[src/rtl/time_pkg.sv]
// Shared constants, field encoding and BCD step helpers for the timekeeper.
package time_pkg;

  localparam logic [7:0] HOUR_MAX = 8'h23;
  localparam logic [7:0] MIN_MAX  = 8'h59;
  localparam logic [7:0] SEC_MAX  = 8'h59;
  localparam logic [7:0] BCD_ZERO = 8'h00;

  // Which field the up/down buttons edit in set mode
  typedef enum logic {
    FIELD_HOUR = 1'b0,
    FIELD_MIN  = 1'b1
  } field_e;

  // Two-digit BCD increment, wrapping from max back to 00
  function automatic logic [7:0] bcd_inc(input logic [7:0] v, input logic [7:0] max);
    logic [7:0] res;
    if (v == max) begin
      res = BCD_ZERO;
    end else if (v[3:0] == 4'd9) begin
      res = {v[7:4] + 4'd1, 4'd0};
    end else begin
      res = {v[7:4], v[3:0] + 4'd1};
    end
    return res;
  endfunction

  // Two-digit BCD decrement, wrapping from 00 up to max
  function automatic logic [7:0] bcd_dec(input logic [7:0] v, input logic [7:0] max);
    logic [7:0] res;
    if (v == BCD_ZERO) begin
      res = max;
    end else if (v[3:0] == 4'd0) begin
      res = {v[7:4] - 4'd1, 4'd9};
    end else begin
      res = {v[7:4], v[3:0] - 4'd1};
    end
    return res;
  endfunction

endpackage

[src/rtl/bcd2_counter.sv]
// Two-digit BCD up/down counter wrapping at MAX, with synchronous clear.
module bcd2_counter
  import time_pkg::*;
#(
  parameter logic [7:0] MAX = 8'h59
) (
  input  logic       clk,
  input  logic       resetn,
  input  logic       inc,
  input  logic       dec,
  input  logic       clr,
  output logic [7:0] value,
  output logic       carry,
  output logic       borrow
);

  logic [7:0] r_value;
  logic       w_do_inc;
  logic       w_do_dec;

  // Simultaneous inc and dec cancel; clear wins over both
  assign w_do_inc = inc & ~dec & ~clr;
  assign w_do_dec = dec & ~inc & ~clr;

  assign value  = r_value;
  assign carry  = w_do_inc & (r_value == MAX);
  assign borrow = w_do_dec & (r_value == BCD_ZERO);

  // Counter register
  always_ff @(posedge clk or negedge resetn) begin
    if (!resetn) begin
      r_value <= BCD_ZERO;
    end else if (clr) begin
      r_value <= BCD_ZERO;
    end else if (w_do_inc) begin
      r_value <= bcd_inc(r_value, MAX);
    end else if (w_do_dec) begin
      r_value <= bcd_dec(r_value, MAX);
    end
  end

endmodule

[src/rtl/time_keeper.sv]
// 24 h HH:MM:SS timekeeper with 1 Hz prescaler, button-driven set mode
// and one-cycle second/minute strobes.
module time_keeper
  import time_pkg::*;
#(
  parameter int CLK_HZ  = 100000000,
  parameter int PRESC_W = 27
) (
  input  logic        clk,
  input  logic        resetn,
  input  logic        set_en,
  input  logic        push_u,
  input  logic        push_d,
  input  logic        push_l,
  input  logic        push_r,
  output logic [15:0] current,
  output logic [7:0]  seconds,
  output logic        field_sel,
  output logic        sec_tick,
  output logic        min_tick
);

  localparam logic [PRESC_W-1:0] PRESC_LAST = PRESC_W'(CLK_HZ - 1);

  // Button bit order: {r, l, d, u}
  localparam int B_U = 0;
  localparam int B_D = 1;
  localparam int B_L = 2;
  localparam int B_R = 3;

  logic [PRESC_W-1:0] r_presc;
  logic [3:0]         r_sync1;
  logic [3:0]         r_sync2;
  logic [3:0]         r_prev;
  logic               r_set_prev;
  field_e             r_field_sel;
  logic               r_sec_tick;
  logic               r_min_tick;

  logic [3:0] w_push;
  logic [3:0] w_edge;
  logic       w_tick;
  logic       w_exit;
  logic       w_up;
  logic       w_dn;
  logic       w_sel_hour;
  logic       w_sel_min;
  logic [7:0] w_sec;
  logic [7:0] w_min;
  logic [7:0] w_hour;
  logic       w_sec_carry;
  logic       w_min_carry;
  logic       w_hour_carry;
  logic       w_sec_borrow;
  logic       w_min_borrow;
  logic       w_hour_borrow;
  logic       w_unused_flags;

  assign w_push = {push_r, push_l, push_d, push_u};
  assign w_edge = r_sync2 & ~r_prev;

  // A tick only counts in run mode; one landing in a set cycle is dropped
  assign w_tick = ~set_en & (r_presc == PRESC_LAST);
  assign w_exit = ~set_en & r_set_prev;

  // Edits act only in set mode; opposing up/down edges cancel
  assign w_up       = set_en & w_edge[B_U] & ~w_edge[B_D];
  assign w_dn       = set_en & w_edge[B_D] & ~w_edge[B_U];
  assign w_sel_hour = (r_field_sel == FIELD_HOUR);
  assign w_sel_min  = (r_field_sel == FIELD_MIN);

  // Prescaler: held at zero in set mode, wraps at CLK_HZ-1 in run mode
  always_ff @(posedge clk or negedge resetn) begin
    if (!resetn) begin
      r_presc <= '0;
    end else if (set_en || (r_presc == PRESC_LAST)) begin
      r_presc <= '0;
    end else begin
      r_presc <= r_presc + PRESC_W'(1);
    end
  end

  // Push synchronizers and previous-value flops for rising-edge detect
  always_ff @(posedge clk or negedge resetn) begin
    if (!resetn) begin
      r_sync1 <= '0;
      r_sync2 <= '0;
      r_prev  <= '0;
    end else begin
      r_sync1 <= w_push;
      r_sync2 <= r_sync1;
      r_prev  <= r_sync2;
    end
  end

  // Mode tracking, field selection and registered strobes
  always_ff @(posedge clk or negedge resetn) begin
    if (!resetn) begin
      r_set_prev  <= 1'b0;
      r_field_sel <= FIELD_HOUR;
      r_sec_tick  <= 1'b0;
      r_min_tick  <= 1'b0;
    end else begin
      r_set_prev <= set_en;
      r_sec_tick <= w_tick;
      r_min_tick <= w_tick & w_sec_carry;
      if (set_en) begin
        if (w_edge[B_L] && !w_edge[B_R]) begin
          r_field_sel <= FIELD_HOUR;
        end else if (w_edge[B_R] && !w_edge[B_L]) begin
          r_field_sel <= FIELD_MIN;
        end
      end
    end
  end

  // Seconds clear on leaving set mode so the new time starts on a whole minute
  bcd2_counter #(.MAX(SEC_MAX)) u_sec (
    .clk    (clk),
    .resetn (resetn),
    .inc    (w_tick),
    .dec    (1'b0),
    .clr    (w_exit),
    .value  (w_sec),
    .carry  (w_sec_carry),
    .borrow (w_sec_borrow)
  );

  bcd2_counter #(.MAX(MIN_MAX)) u_min (
    .clk    (clk),
    .resetn (resetn),
    .inc    ((w_tick & w_sec_carry) | (w_up & w_sel_min)),
    .dec    (w_dn & w_sel_min),
    .clr    (1'b0),
    .value  (w_min),
    .carry  (w_min_carry),
    .borrow (w_min_borrow)
  );

  // Minute wrap only carries into hours in run mode; edits never carry
  bcd2_counter #(.MAX(HOUR_MAX)) u_hour (
    .clk    (clk),
    .resetn (resetn),
    .inc    ((w_min_carry & ~set_en) | (w_up & w_sel_hour)),
    .dec    (w_dn & w_sel_hour),
    .clr    (1'b0),
    .value  (w_hour),
    .carry  (w_hour_carry),
    .borrow (w_hour_borrow)
  );

  // Day rollover and borrows have no consumer here
  assign w_unused_flags = w_hour_carry | w_sec_borrow | w_min_borrow | w_hour_borrow;

  assign current   = {w_hour, w_min};
  assign seconds   = w_sec;
  assign field_sel = r_field_sel;
  assign sec_tick  = r_sec_tick;
  assign min_tick  = r_min_tick;

endmodule

[config.mk]
export PLATFORM = sky130hd
export DESIGN_NAME = time_keeper
export DESIGN_NICKNAME = d
export VERILOG_FILES = /design/src/rtl/time_pkg.sv /design/src/rtl/bcd2_counter.sv /design/src/rtl/time_keeper.sv
export SDC_FILE = /design/constraint.sdc
export NUM_CORES = 1
export LEC_CHECK = 0
export CORE_MARGIN = 4
export CORE_UTILIZATION = 60
export CTS_BUF_LIST = sky130_fd_sc_hd__clkbuf_8
export CTS_CLUSTER_DIAMETER = 80
export DETAILED_ROUTE_END_ITERATION = 8
export HOLD_SLACK_MARGIN = 0.05
export PLACE_DENSITY = 0.82
export SLEW_MARGIN = 20
export SYNTH_ARGS = -nofsm -noshare
export SYNTH_HDL_FRONTEND = slang
export SYNTH_SLANG_ARGS = --single-unit
export TNS_END_PERCENT = 30
[constraint.sdc]
create_clock -name clk -period 4.3 [get_ports clk]
set_input_delay 0.86 -clock clk [delete_from_list [all_inputs] [get_ports clk]]
set_output_delay 0.86 -clock clk [all_outputs]
set_load 0.01 [all_outputs]
==> results_dict.tcl, run 1 <==
set metrics [dict create \
    outcome "completed" \
    combPwrFrac_pct 31.1 \
    ant_nets 0 \
    hpwl_um 5910 \
    drtPass1Iterations 5 \
    power_mw 1.87 \
    cp_max_fo 7 \
    fin_cells 533 \
    grt_pass1_vias 3172 \
    die_x_um 89.4 \
    layout_setup_ws_ns 0.294 \
    power_switching_share_pct 35.2 \
    ys_top_cells_by_count "67 x dfrtp_1, 36 x nor2_1, 27 x nand2_1" \
    antenna_found_initial 0 \
    post-place-ws_ns -0.0304 \
    ys_async_sr_fraction_pct 100 \
    synthMuxAreaShare_pct 1.64 \
    finalSetupViolations 0 \
    pwr-share-seq_pct 44.7 \
    rsz0062_at_grt "false" \
    clk_pin_slew_ns 0.07 \
    ys_warn_count 0 \
    ios 34 \
    slew-limit-headroom_pct 42.0 \
    port_buffers 33 \
    postCtsHoldBufs 0 \
    grt_pass1_wl_um 14500 \
    synthFlopType "dfrtp_1" \
    power_density_mw_per_mm2 411 \
    cts_sinks 67 \
    synth_seq_cells 67 \
    drc 0 \
    vias_per_cell 6.40 \
    wl_per_cell_um 16.1 \
    synthDistinctLibCells 66 \
    clk-insertion-delay-late_ns 0.34 \
    die_area_mm2 0.00799 \
    synth-xor-area-share_pct 3.08 \
    post_cts_resize_count 0 \
    end_kind "flop" \
    syn_inst 418 \
    fin_crit_ns 4.01 \
    holdWs_ns 0.355 \
    worst_slew_pin_slew_ns 0.870 \
    synth_edf_count 0 \
    num_rows 29 \
    fin_nets 482 \
    crit_type "input port to flop" \
    synthTopCellsByArea "dfrtp_1 42%, ha_1 7.2%, nor2_1 3.4%" \
    synthesis.nets 448 \
    max_clock_freq_ghz 0.250 \
    cts_tree "done" \
    crit_required_ns 4.57 \
    htreeDepth 3 \
    switching_power_uw 659 \
    vias 3409 \
    numCtsBuffers 9 \
    syn_area_mm2 0.00398 \
    peakVddDrop_mv 0.326 \
    clk_path_buf_depth 2 \
    antennaDiodeCount 0 \
    arrival_ns 4.28 \
    hold_viol_final 0 \
    dieHeight_um 89.4 \
    hold_path_class "flop to flop" \
    gp_congestion 0.914 \
    synth_top_area_cell "dfrtp_1" \
    grt_remaining_overflow 0 \
    synth_top_family_by_area "simple AND/OR/NAND/NOR gates" \
    ys_seq_area_share_pct 42.2 \
    synth-compound-area-share_pct 16.3 \
    final_layout_size_suffix_gt1_share_pct 9.21 \
    synth_area_per_cell_um2 9.51 \
    area_delta_synth_final_pct 14.6 \
    finalWirelength_um 8600 \
    root_buffer "clkbuf_8" \
    start_util_pct 62.2 \
    p_clk_share_pct 24.2 \
    post_cts_buffers 0 \
    fin_skew_ns 0.00732 \
    dp.cells 518 \
    final_core_util_pct 71.3 \
    cap_violations 0 \
    first_iter_violations 212 \
    synthSimpleGateAreaFrac_pct 25.0 \
    yosysMostFrequentCell "dfrtp_1" \
    synth_fa_ha_area_share_pct 7.24 \
    grt_usage_pct 23.2 \
    internal_power_mw 1.21 \
    yosys.area.top_type_share_pct 42.2 \
    drv_slew 0 \
    cp-start-kind "input port" \
    p_leak_nw 1.89 \
    grt_max_degree 40 \
    core_area_mm2 0.00639 \
    finalCritPeriodShare_pct 93.2 \
]
[cell type report]
| cell class | instances | area (µm²) |
|---|---|---|
| multi-input cells | 308 | 2130 |
| fillers | 466 | 1830 |
| flip-flops and latches | 67 | 1680 |
| repair buffers | 43 | 400 |
| clock buffers | 10 | 138 |
| well taps | 77 | 96.3 |
| inverters | 23 | 86.3 |
| clock inverters | 5 | 31.3 |
[stage by stage]
step / instance area (µm²) / setup TNS [ns]
global placement: 4380 / 0
global route: 4550 / 0
finish: 4550 / 0
detailed placement: 4380 / -0.0304
CTS: 4550 / 0
floorplan: 3980 / 0
[state kept, by name, indices dropped and copies added (netlist names)]
name	cells
u_hour.value	8
r_prev	4
min_tick	1
field_sel	1
u_min.value	8
r_sync1	4
r_presc	27
u_sec.value	8
sec_tick	1
r_sync2	4
r_set_prev	1
[layer usage]
| layer | part of all wire (%) | vias to the layer above | track usage [%] | wire length, µm |
|---|---|---|---|---|
| met5 | 0 | - | 0 | 0 |
| met3 | 5.2 | 13 | 6.08 | 443 |
| li1 | - | 1609 | - | - |
| met4 | 1.5 | 0 | 6.77 | 131 |
| met1 | 43 | 1675 | 29.7 | 3660 |
| met2 | 51 | 112 | 38.9 | 4370 |
[cells in the final DEF (no fill, tap or decap), types with 5 or more instances in the layout]
cell type / instances
o21ai_0: 20
ha_1: 23
a21oi_1: 25
dfrtp_1: 67
inv_1: 24
nor3_1: 7
a21o_1: 5
xor2_1: 9
or3_1: 10
buf_4: 10
nand4_1: 14
xnor2_1: 5
nor2_1: 36
clkdlybuf4s50_1: 32
nor4b_1: 6
o31ai_1: 7
or4_1: 7
nand2_1: 27
clkbuf_8: 10
and4_1: 5
nand3_1: 19
[power groups by stage]
stage / Clock [mW] / Combinational (mW) / Sequential, mW
after floorplan: 0 / 0.388 / 0.810
after global placement: 0 / 0.566 / 0.842
after detailed placement: 0 / 0.577 / 0.846
after CTS: 0.466 / 0.582 / 0.833
final: 0.454 / 0.581 / 0.836
after global routing: 0.496 / 0.655 / 0.854
[path summary, 6_finish.rpt]
kind	start	to	slack, ns	cells after the start
max reg2reg	u_sec.value[1]	u_hour.value[7]	0.46	15
max in group asynchronous	resetn	r_sync1[0]	2.75	2
min reg2reg	r_sync1[3]	r_sync2[3]	0.35	0
min	r_sync1[3]	r_sync2[3]	0.35	0
min in group asynchronous	resetn	u_min.value[3]	0.63	1
max	set_en	u_hour.value[7]	0.29	14
[kinds of logic (layout without fill, tap and decap cells)]
kind of cell,after synthesis,count (layout)
simple gates,170,170
compound gates,95,95
flops,67,67
buf+inv,43,81
fa+ha+maj,23,23
xor+xnor,14,14
mux,6,6
[worst max-delay path: stages]
cell and delay, ns:
clkdlybuf4s50_1 0.48, nor4bb_1 0.07, nand4_1 0.12, and4b_1 0.22
or2_2 0.29, ha_1 0.21, nand4b_1 0.12, o32ai_1 0.12
ha_1 0.28, buf_4 0.18, or4b_4 0.55, or4_1 0.41
o21ai_1 0.16, a32o_1 0.20
(Power assumes the default switching activity.)
==> inputs of run 2 (changes only) <==
CORE_UTILIZATION = 62   (was 60)
PLACE_DENSITY = 0.85   (was 0.82)
clock period = 5.07 ns   (was 4.3 ns; I/O delays follow)
==> results_dict.tcl, run 2 (synthesis results as in run 1) <==
set metrics [dict create \
    fin_crit_ns 4.42 \
    drv_slew 0 \
    drc 0 \
    die_x_um 88.1 \
    dieHeight_um 88.1 \
    post_cts_resize_count 0 \
    n_fill_cell 429 \
    ios 34 \
    root_buffer "clkbuf_8" \
    arrival_ns 4.66 \
    postCtsHoldBufs 0 \
    wl_per_cell_um 16.2 \
    top_layer "met4" \
    hpwl_um 5730 \
    die_area_mm2 0.00776 \
    final_core_util_pct 75.2 \
    cts_tree "done" \
    final_common_cell "dfrtp_1" \
    cap_violations 0 \
    port_buffers 33 \
    start_util_pct 65.6 \
    gp_congestion 0.903 \
    ant_nets 0 \
    hold_viol_final 0 \
    end_kind "flop" \
    vias 3354 \
    p_leak_nw 1.89 \
    cts_sinks 67 \
    layout_setup_ws_ns 0.645 \
    peakVddDrop_mv 0.326 \
    antenna_found_initial 0 \
    fin_setup_tns_ns 0 \
    htreeDepth 3 \
    finalCritPeriodShare_pct 87.3 \
    first_iter_violations 170 \
    final_layout_size_suffix_gt1_share_pct 8.22 \
    whs_endpoint "r_sync2[3]" \
    clk_pin_slew_ns 0.07 \
    cp-start-kind "input port" \
    layout_common_cells "67 x dfrtp_1, 36 x nor2_1, 32 x clkdlybuf4s50_1, 27 x nand2_1, 25 x a21oi_1" \
    wl_met3_um 432 \
    clk-insertion-delay-late_ns 0.34 \
    core_area_mm2 0.00606 \
    slew-limit-headroom_pct 46.1 \
    finalSetupViolations 0 \
    worst_slew_pin_slew_ns 0.802 \
    reg2reg_from "r_presc[0]" \
    num_rows 28 \
    post_cts_buffers 0 \
    grt_max_degree 35 \
    power_mw 1.72 \
    grt_pass1_wl_um 14700 \
    max_clock_freq_ghz 0.226 \
    combPwrFrac_pct 29.1 \
    wl_met2_um 4200 \
    wl_met1_um 3750 \
    rr_worst_depth 13 \
    crit_type "input port to flop" \
    post-place-ws_ns 0.262 \
    min_from "r_sync1[3]" \
    whs_path_depth 0 \
    cp_max_fo 14 \
    grt_remaining_overflow 0 \
    switching_power_uw 573 \
    p_clk_share_pct 29.4 \
    power_density_mw_per_mm2 376 \
    area_delta_synth_final_pct 14.6 \
    power_switching_share_pct 33.4 \
    hold_path_class "flop to flop" \
    rsz0062_at_grt "false" \
    fin_nets 475 \
    holdWs_ns 0.350 \
    pwr-share-seq_pct 41.5 \
    grt_usage_pct 24.0 \
    grt_pass1_vias 3196 \
    finalWirelength_um 8510 \
    vias_per_cell 6.39 \
    r2r-end "u_hour.value[7]" \
    crit_required_ns 5.30 \
    numCtsBuffers 9 \
    outcome "completed" \
    fin_skew_ns 0.00670 \
    internal_power_mw 1.14 \
    antennaDiodeCount 0 \
    rrSetupSlack_ns 1.06 \
    regMostFlops "r_presc" \
    largest_reg_flops 27 \
    drtPass1Iterations 4 \
    clk_path_buf_depth 2 \
]
[run 2: cell count changes in the layout (fill, tap and decap cells not counted)]
cell and change:
clkbuf_8 +1, bufinv_16 +2, inv_1 -1, buf_4 -7, clkinvlp_4 -3, clkinv_2 +2
[run 2: worst max-delay path: stages]
cell and delay (ns):
clkdlybuf4s50_1 0.41, nor4bb_1 0.38, nand4_1 0.26, and4b_1 0.36, or2_2 0.13, ha_1 0.18, nand4b_1 0.16, o32ai_1 0.39
ha_1 0.50, nand2_1 0.13, o221a_4 0.27, nor2_1 0.14, mux2_2 0.35
[run 2: metrics by stage]
| stage | cells | area, µm² |
|---|---|---|
| after floorplan | 418 | 3980 |
| after global placement | 509 | 4320 |
| after detailed placement | 509 | 4320 |
| after CTS | 525 | 4550 |
| after global routing | 525 | 4560 |
| final | 525 | 4560 |
[run 2: area by class of cell]
type | instances | area, µm² | share of cell area [%]
clock buffer | 11 | 151 | 3.32
clock inverter | 5 | 75.1 | 1.65
inverter | 23 | 86.3 | 1.89
multi-input combinational | 308 | 2130 | 46.7
sequential | 67 | 1680 | 36.8
tap | 75 | 93.8 | 2.06
timing repair buffer | 36 | 348 | 7.63
[run 2: worst max-delay path by stage]
stage                                 end   start  cells past startpoint  slack (ns)
after CTS                 u_hour.value[4]  set_en                     13        0.61
after global routing      u_hour.value[5]  set_en                     13        0.27
after floorplan           u_hour.value[4]  set_en                     14        0.93
final                     u_hour.value[4]  set_en                     13        0.65
after global placement    u_hour.value[4]  set_en                     13        0.50
after detailed placement  u_hour.value[4]  set_en                     13        0.26
[run 2: layer usage]
layer | vias to the layer above | track usage [%]
li1 | 1607 | -
met1 | 1636 | 31.8
met2 | 98 | 39.9
met3 | 13 | 4.05
met4 | 0 | 8.79
met5 | - | 0
[run 2: power groups by stage]
stage / clock (mW) / combinational [mW] / sequential, mW
finish: 0.504 / 0.500 / 0.711
global route: 0.532 / 0.549 / 0.726
CTS: 0.509 / 0.499 / 0.709
detailed placement: 0 / 0.486 / 0.719
global placement: 0 / 0.473 / 0.712
floorplan: 0 / 0.329 / 0.687
==> inputs of run 3 (changes only) <==
DONT_BUFFER_PORTS = 1   (was unset)
PLACE_DENSITY = 0.78   (was 0.85)
==> results_dict.tcl, run 3 (synthesis results as in run 1) <==
set metrics [dict create \
    drtPass1Iterations 4 \
    hold_path_class "flop to flop" \
    post_cts_buffers 0 \
    grt_pass1_wl_um 13800 \
    vias 3190 \
    gp_congestion 0.922 \
    clk_path_buf_depth 2 \
    max_clock_freq_ghz 0.235 \
    arrival_ns 4.49 \
    hold_viol_final 0 \
    slew-limit-headroom_pct 51.0 \
    final_common_cell "dfrtp_1" \
    fin_nets 439 \
    layout_common_cells "67 x dfrtp_1, 36 x nor2_1, 27 x nand2_1, 26 x inv_1, 25 x a21oi_1" \
    die_area_mm2 0.00776 \
    ios 34 \
    fin_skew_ns 0.0100 \
    dieHeight_um 88.1 \
    hpwl_um 5460 \
    root_buffer "clkbuf_8" \
    ant_nets 0 \
    clk-insertion-delay-late_ns 0.34 \
    cp_max_fo 14 \
    htreeDepth 3 \
    crit_type "flop to flop" \
    worst_slew_pin_slew_ns 0.729 \
    grt_max_degree 68 \
    finalCritPeriodShare_pct 84.1 \
    start_util_pct 65.6 \
    largest_reg_flops 27 \
    p_leak_nw 1.74 \
    area_delta_synth_final_pct 4.60 \
    cts_sinks 67 \
    cp-start-kind "flop" \
    core_area_mm2 0.00606 \
    die_x_um 88.1 \
    antennaDiodeCount 0 \
    cpPeakStageDelay_ns 0.51 \
    fin_crit_ns 4.26 \
    vias_per_cell 6.54 \
    antenna_found_initial 0 \
    first_iter_violations 200 \
    crit_family "simple AND/OR/NAND/NOR gates" \
    post_cts_resize_count 0 \
    finalWirelength_um 8040 \
    finalSetupViolations 0 \
    crit_buf_inv 1 \
    numCtsBuffers 9 \
    drc 0 \
    regMostFlops "r_presc" \
    peakVddDrop_mv 0.225 \
    fin_setup_tns_ns 0 \
    crit_path_cell_trace "inv_1, ha_1, nor4bb_1, nand4_1, and4b_1, or2_2, ha_1, nand4b_1, o32ai_1, ha_1, nand2_1, o221a_4, nor2_1, mux2_2" \
    outcome "completed" \
    grt_pass1_vias 3093 \
    end_kind "flop" \
    clk_pin_slew_ns 0.07 \
    num_rows 28 \
    port_buffers 0 \
    wl_per_cell_um 16.5 \
    grt_remaining_overflow 0 \
    power_mw 1.50 \
    drv_slew 0 \
    grt_usage_pct 22.6 \
    timing.critical_path.mode_cell "ha_1" \
    rsz0062_at_grt "false" \
    final_layout_size_suffix_gt1_share_pct 7.02 \
    crit_required_ns 5.30 \
    cap_violations 0 \
    crit_slowest_cell "ha_1" \
    cts_tree "done" \
    power_density_mw_per_mm2 361 \
    postCtsHoldBufs 0 \
]
[run 3: cell types whose count changed in the layout (fill, tap and decap cells not counted)]
cell,change
buf_4,-3
bufinv_16,-1
clkbuf_8,-2
clkdlybuf4s50_1,-32
clkinv_2,-1
buf_2,-1
inv_1,+3
[run 3: final timing paths]
check	start	to	slack, ns	cells after the start
max	u_sec.value[1]	u_hour.value[4]	0.81	14
min	r_sync1[3]	r_sync2[3]	0.35	0
max reg2reg	u_sec.value[1]	u_hour.value[4]	0.81	14
min reg2reg	r_sync1[3]	r_sync2[3]	0.35	0
max in group asynchronous	resetn	u_sec.value[0]	4.57	0
min in group asynchronous	resetn	u_hour.value[5]	0.36	0
[run 3: cell type report]
| cell class | instances | area [µm²] |
|---|---|---|
| Sequential cell | 67 | 1680 |
| Clock inverter | 6 | 51.3 |
| Inverter | 23 | 86.3 |
| Clock buffer | 9 | 124 |
| Fill cell | 478 | 1900 |
| Tap cell | 75 | 93.8 |
| Multi-Input combinational cell | 308 | 2130 |
[run 3: metrics by stage]
stage	util (%)	setup WS, ns	cell area, µm²	hold slack, ns	instances
2_1_floorplan	-	0.931	3980	0.331	418
6_report	68.6	0.808	4160	0.350	488
3_3_place_gp	65.6	0.633	3980	0.336	473
5_1_grt	68.6	0.333	4160	0.333	488
4_1_cts	68.5	0.850	4150	0.348	488
3_5_place_dp	65.6	0.536	3980	0.336	473
[run 3: layer usage]
metal	track usage, %	routed length (µm)	up-vias
met5	0	0	-
met3	4.99	372	20
met1	27.6	3470	1542
met4	11.0	195	0
met2	37.8	4000	100
li1	-	-	1528
[run 3: power breakdown]
group          total, mW  switching, mW  internal, mW
clock network      0.408          0.191         0.217
logic              0.353          0.183         0.170
registers          0.738          0.150         0.588
==> patch (flow settings as in run 2) <==
Add an input register stage for `set_en`, `push_u`, `push_d`, `push_l` and `push_r`; this delays them by one clock.
--- a/src/rtl/time_keeper.sv
+++ b/src/rtl/time_keeper.sv
@@ -30,2 +30,16 @@
 
+  logic set_en_q;
+  logic push_u_q;
+  logic push_d_q;
+  logic push_l_q;
+  logic push_r_q;
+
+  always_ff @(posedge clk) begin
+    set_en_q <= set_en;
+    push_u_q <= push_u;
+    push_d_q <= push_d;
+    push_l_q <= push_l;
+    push_r_q <= push_r;
+  end
+
   logic [PRESC_W-1:0] r_presc;
@@ -58,3 +72,3 @@
 
-  assign w_push = {push_r, push_l, push_d, push_u};
+  assign w_push = {push_r_q, push_l_q, push_d_q, push_u_q};
   assign w_edge = r_sync2 & ~r_prev;
@@ -62,8 +76,8 @@
   // A tick only counts in run mode; one landing in a set cycle is dropped
-  assign w_tick = ~set_en & (r_presc == PRESC_LAST);
-  assign w_exit = ~set_en & r_set_prev;
+  assign w_tick = ~set_en_q & (r_presc == PRESC_LAST);
+  assign w_exit = ~set_en_q & r_set_prev;
 
   // Edits act only in set mode; opposing up/down edges cancel
-  assign w_up       = set_en & w_edge[B_U] & ~w_edge[B_D];
-  assign w_dn       = set_en & w_edge[B_D] & ~w_edge[B_U];
+  assign w_up       = set_en_q & w_edge[B_U] & ~w_edge[B_D];
+  assign w_dn       = set_en_q & w_edge[B_D] & ~w_edge[B_U];
   assign w_sel_hour = (r_field_sel == FIELD_HOUR);
@@ -75,3 +89,3 @@
       r_presc <= '0;
-    end else if (set_en || (r_presc == PRESC_LAST)) begin
+    end else if (set_en_q || (r_presc == PRESC_LAST)) begin
       r_presc <= '0;
@@ -103,6 +117,6 @@
     end else begin
-      r_set_prev <= set_en;
+      r_set_prev <= set_en_q;
       r_sec_tick <= w_tick;
       r_min_tick <= w_tick & w_sec_carry;
-      if (set_en) begin
+      if (set_en_q) begin
         if (w_edge[B_L] && !w_edge[B_R]) begin
@@ -143,3 +157,3 @@
     .resetn (resetn),
-    .inc    ((w_min_carry & ~set_en) | (w_up & w_sel_hour)),
+    .inc    ((w_min_carry & ~set_en_q) | (w_up & w_sel_hour)),
     .dec    (w_dn & w_sel_hour),
Function: changed (a bounded check fails within 4 cycles, from zero or initial values and one cycle with resetn low).
==> patch against run 2 <==
Non-clock buffer count down 1. Area after synthesis up 2.5%. Cell area up 1.9%. Highest routed layer unchanged. Worst setup slack better by 140 ps. Power up 4.5%. Sequential share of layout area up 1.5 points. Via count up 1.1%. Sequential cell count up 5. Sequential power up 7.7%. Clock skew up 2.1 ps. Wire length up 0.34%.
==> patch: results (changes against run 2) <==
* Run status: completed
* DP HPWL at 5720 um (-0.17%)
* First-pass GRT wire length at 14200 um (-3.5%)
* Hold path depth at 0 (unchanged)
* Htree depth at 3 (unchanged)
* Worst Skew at 8.83 ps (+2.13 ps)
* Sequential power at 0.000766 W (+7.7%)
* Drt via density at 6.38 (about the same)
* EDFF count, synth at 0 (unchanged)
* HP Class: flip-flop to flip-flop
* Vias in the first global route at 3134 (-1.9%)
* Synth area leaders: dfrtp_1 41%, ha_1 7.1%, nor2_1 3.3%
* Unique masters post-synth at 67 (+1.5%)
* Compound-Gate Fraction of Synth Area at 15.9% (-0.40 points)
* Sequential fraction of the synthesis area at 43.6% (+1.4 points)
* DR vias at 3390 (+1.1%)
* Adder-Cell Fraction of Synth Area at 7.06% (-0.18 points)
* Clock Power at 0.000492 W (-2%)
* Cts repair resizes at 0 (unchanged)
* Place WS at 877 ps (+615 ps)
* R2R cell count at 14 (+1)
* PortBufs at 33 (unchanged)
* Async S/R FF share, synth at 93.1% (-6.9 points)
* Share of layout cells above drive strength 1 at 7.93% (-0.29 points)
* Final GP Congestion at 0.941 (+4.3%)
* Clk_lat worst skew at between 300 and 400 ps
* Xor-xnor portion of the synthesized cell area at 3.01% (-0.076 points)
* Pin count of the biggest net entering global routing at 42 (+20%)
* Logic power comb at 0.000535 W (+7.0%)
* Initial DRC Count at 168 (-1.2%)
* Leakage at 1.91 nW (+0.82%)
* Diode count at 0 (unchanged)
* Syn Nets at 453 (+1.1%)
* Mapped Cells at 423 (+1.2%)
* CP arrival at 4530 ps (-130 ps)
* Max reg flops at 27 (unchanged)
* Routed WL per cell at 16.1 um (-0.79%)
* Post-CTS setup buffers at 0 (unchanged)
* Total CTS buffers at 9 (unchanged)
* Least-Margin Pin Slew at 768 ps (-33.9 ps)
* Placed cells at 515 (+1.2%)
* DP Area at 0.00442 mm^2 (+2.2%)
* Total Nets Final at 479 (+0.84%)
* Sw Share at 33.7% (+0.32 points)
* Yosys Warn Count at 0 (unchanged)
* Setup TNS at 0 ps (unchanged)
* Clock transition at path regs at 80 ps
* Gr usage total at 22.7% (-1.3 points)
* VDD IR max at 0.000273 V (-16%)
* Mux contribution to synthesized area at 1.60% (-0.040 points)
## patch: cell types whose count changed after synthesis, sizes merged
cell | before | now
dfxtp | 0 | 5
## patch: critical path, cell delays in order, from the launching register on
cell and delay, ps:
dfrtp_1 450, inv_1 80, ha_1 160, nor4bb_1 320, nand4_1 250, and4b_1 350, or2_2 120, ha_1 390
nand4b_1 200, o32ai_1 450, ha_1 520, nor4b_1 200, a21o_1 200, a211o_2 280, a32o_1 200
## patch: final cells by class
type / instances / area, um^2
multi-input cells: 308 / 2130
flip-flops and latches: 72 / 1780
fillers: 449 / 1700
repair buffers: 35 / 340
clock buffers: 9 / 124
clock inverters: 7 / 96.3
well taps: 77 / 96.3
inverters: 23 / 86.3
## patch: worst paths after layout
kind                                                 start                     endpoint  slack (ps)
worst max-delay path            u_sec.value[1]$_DFFE_PN0P_  u_hour.value[7]$_DFFE_PN0P_         780
worst min-delay path                      push_r_q$_DFF_P_         r_sync1[3]$_DFF_PN0_         330
worst max register to register  u_sec.value[1]$_DFFE_PN0P_  u_hour.value[7]$_DFFE_PN0P_         780
worst min register to register            push_r_q$_DFF_P_         r_sync1[3]$_DFF_PN0_         330
max in group asynchronous                           resetn        r_presc[12]$_DFF_PN0_        3410
min in group asynchronous                           resetn   u_min.value[7]$_DFFE_PN0P_         690
## patch: metal layers
metal	GRT usage, %	part of all wire [%]	wire length (um)
met1	29.7	44	3740
met4	9.88	2.5	210
met3	4.98	4.8	413
met2	36.6	49	4180
met5	0	0	0
## patch: logic make-up (layout without fill, tap and decap cells)
logic type	count (synthesis)	in the layout
buf+inv	43	74
compound gates	95	95
xor+xnor	14	14
fa+ha+maj	23	23
mux	6	6
simple gates	170	170
flops	72	72
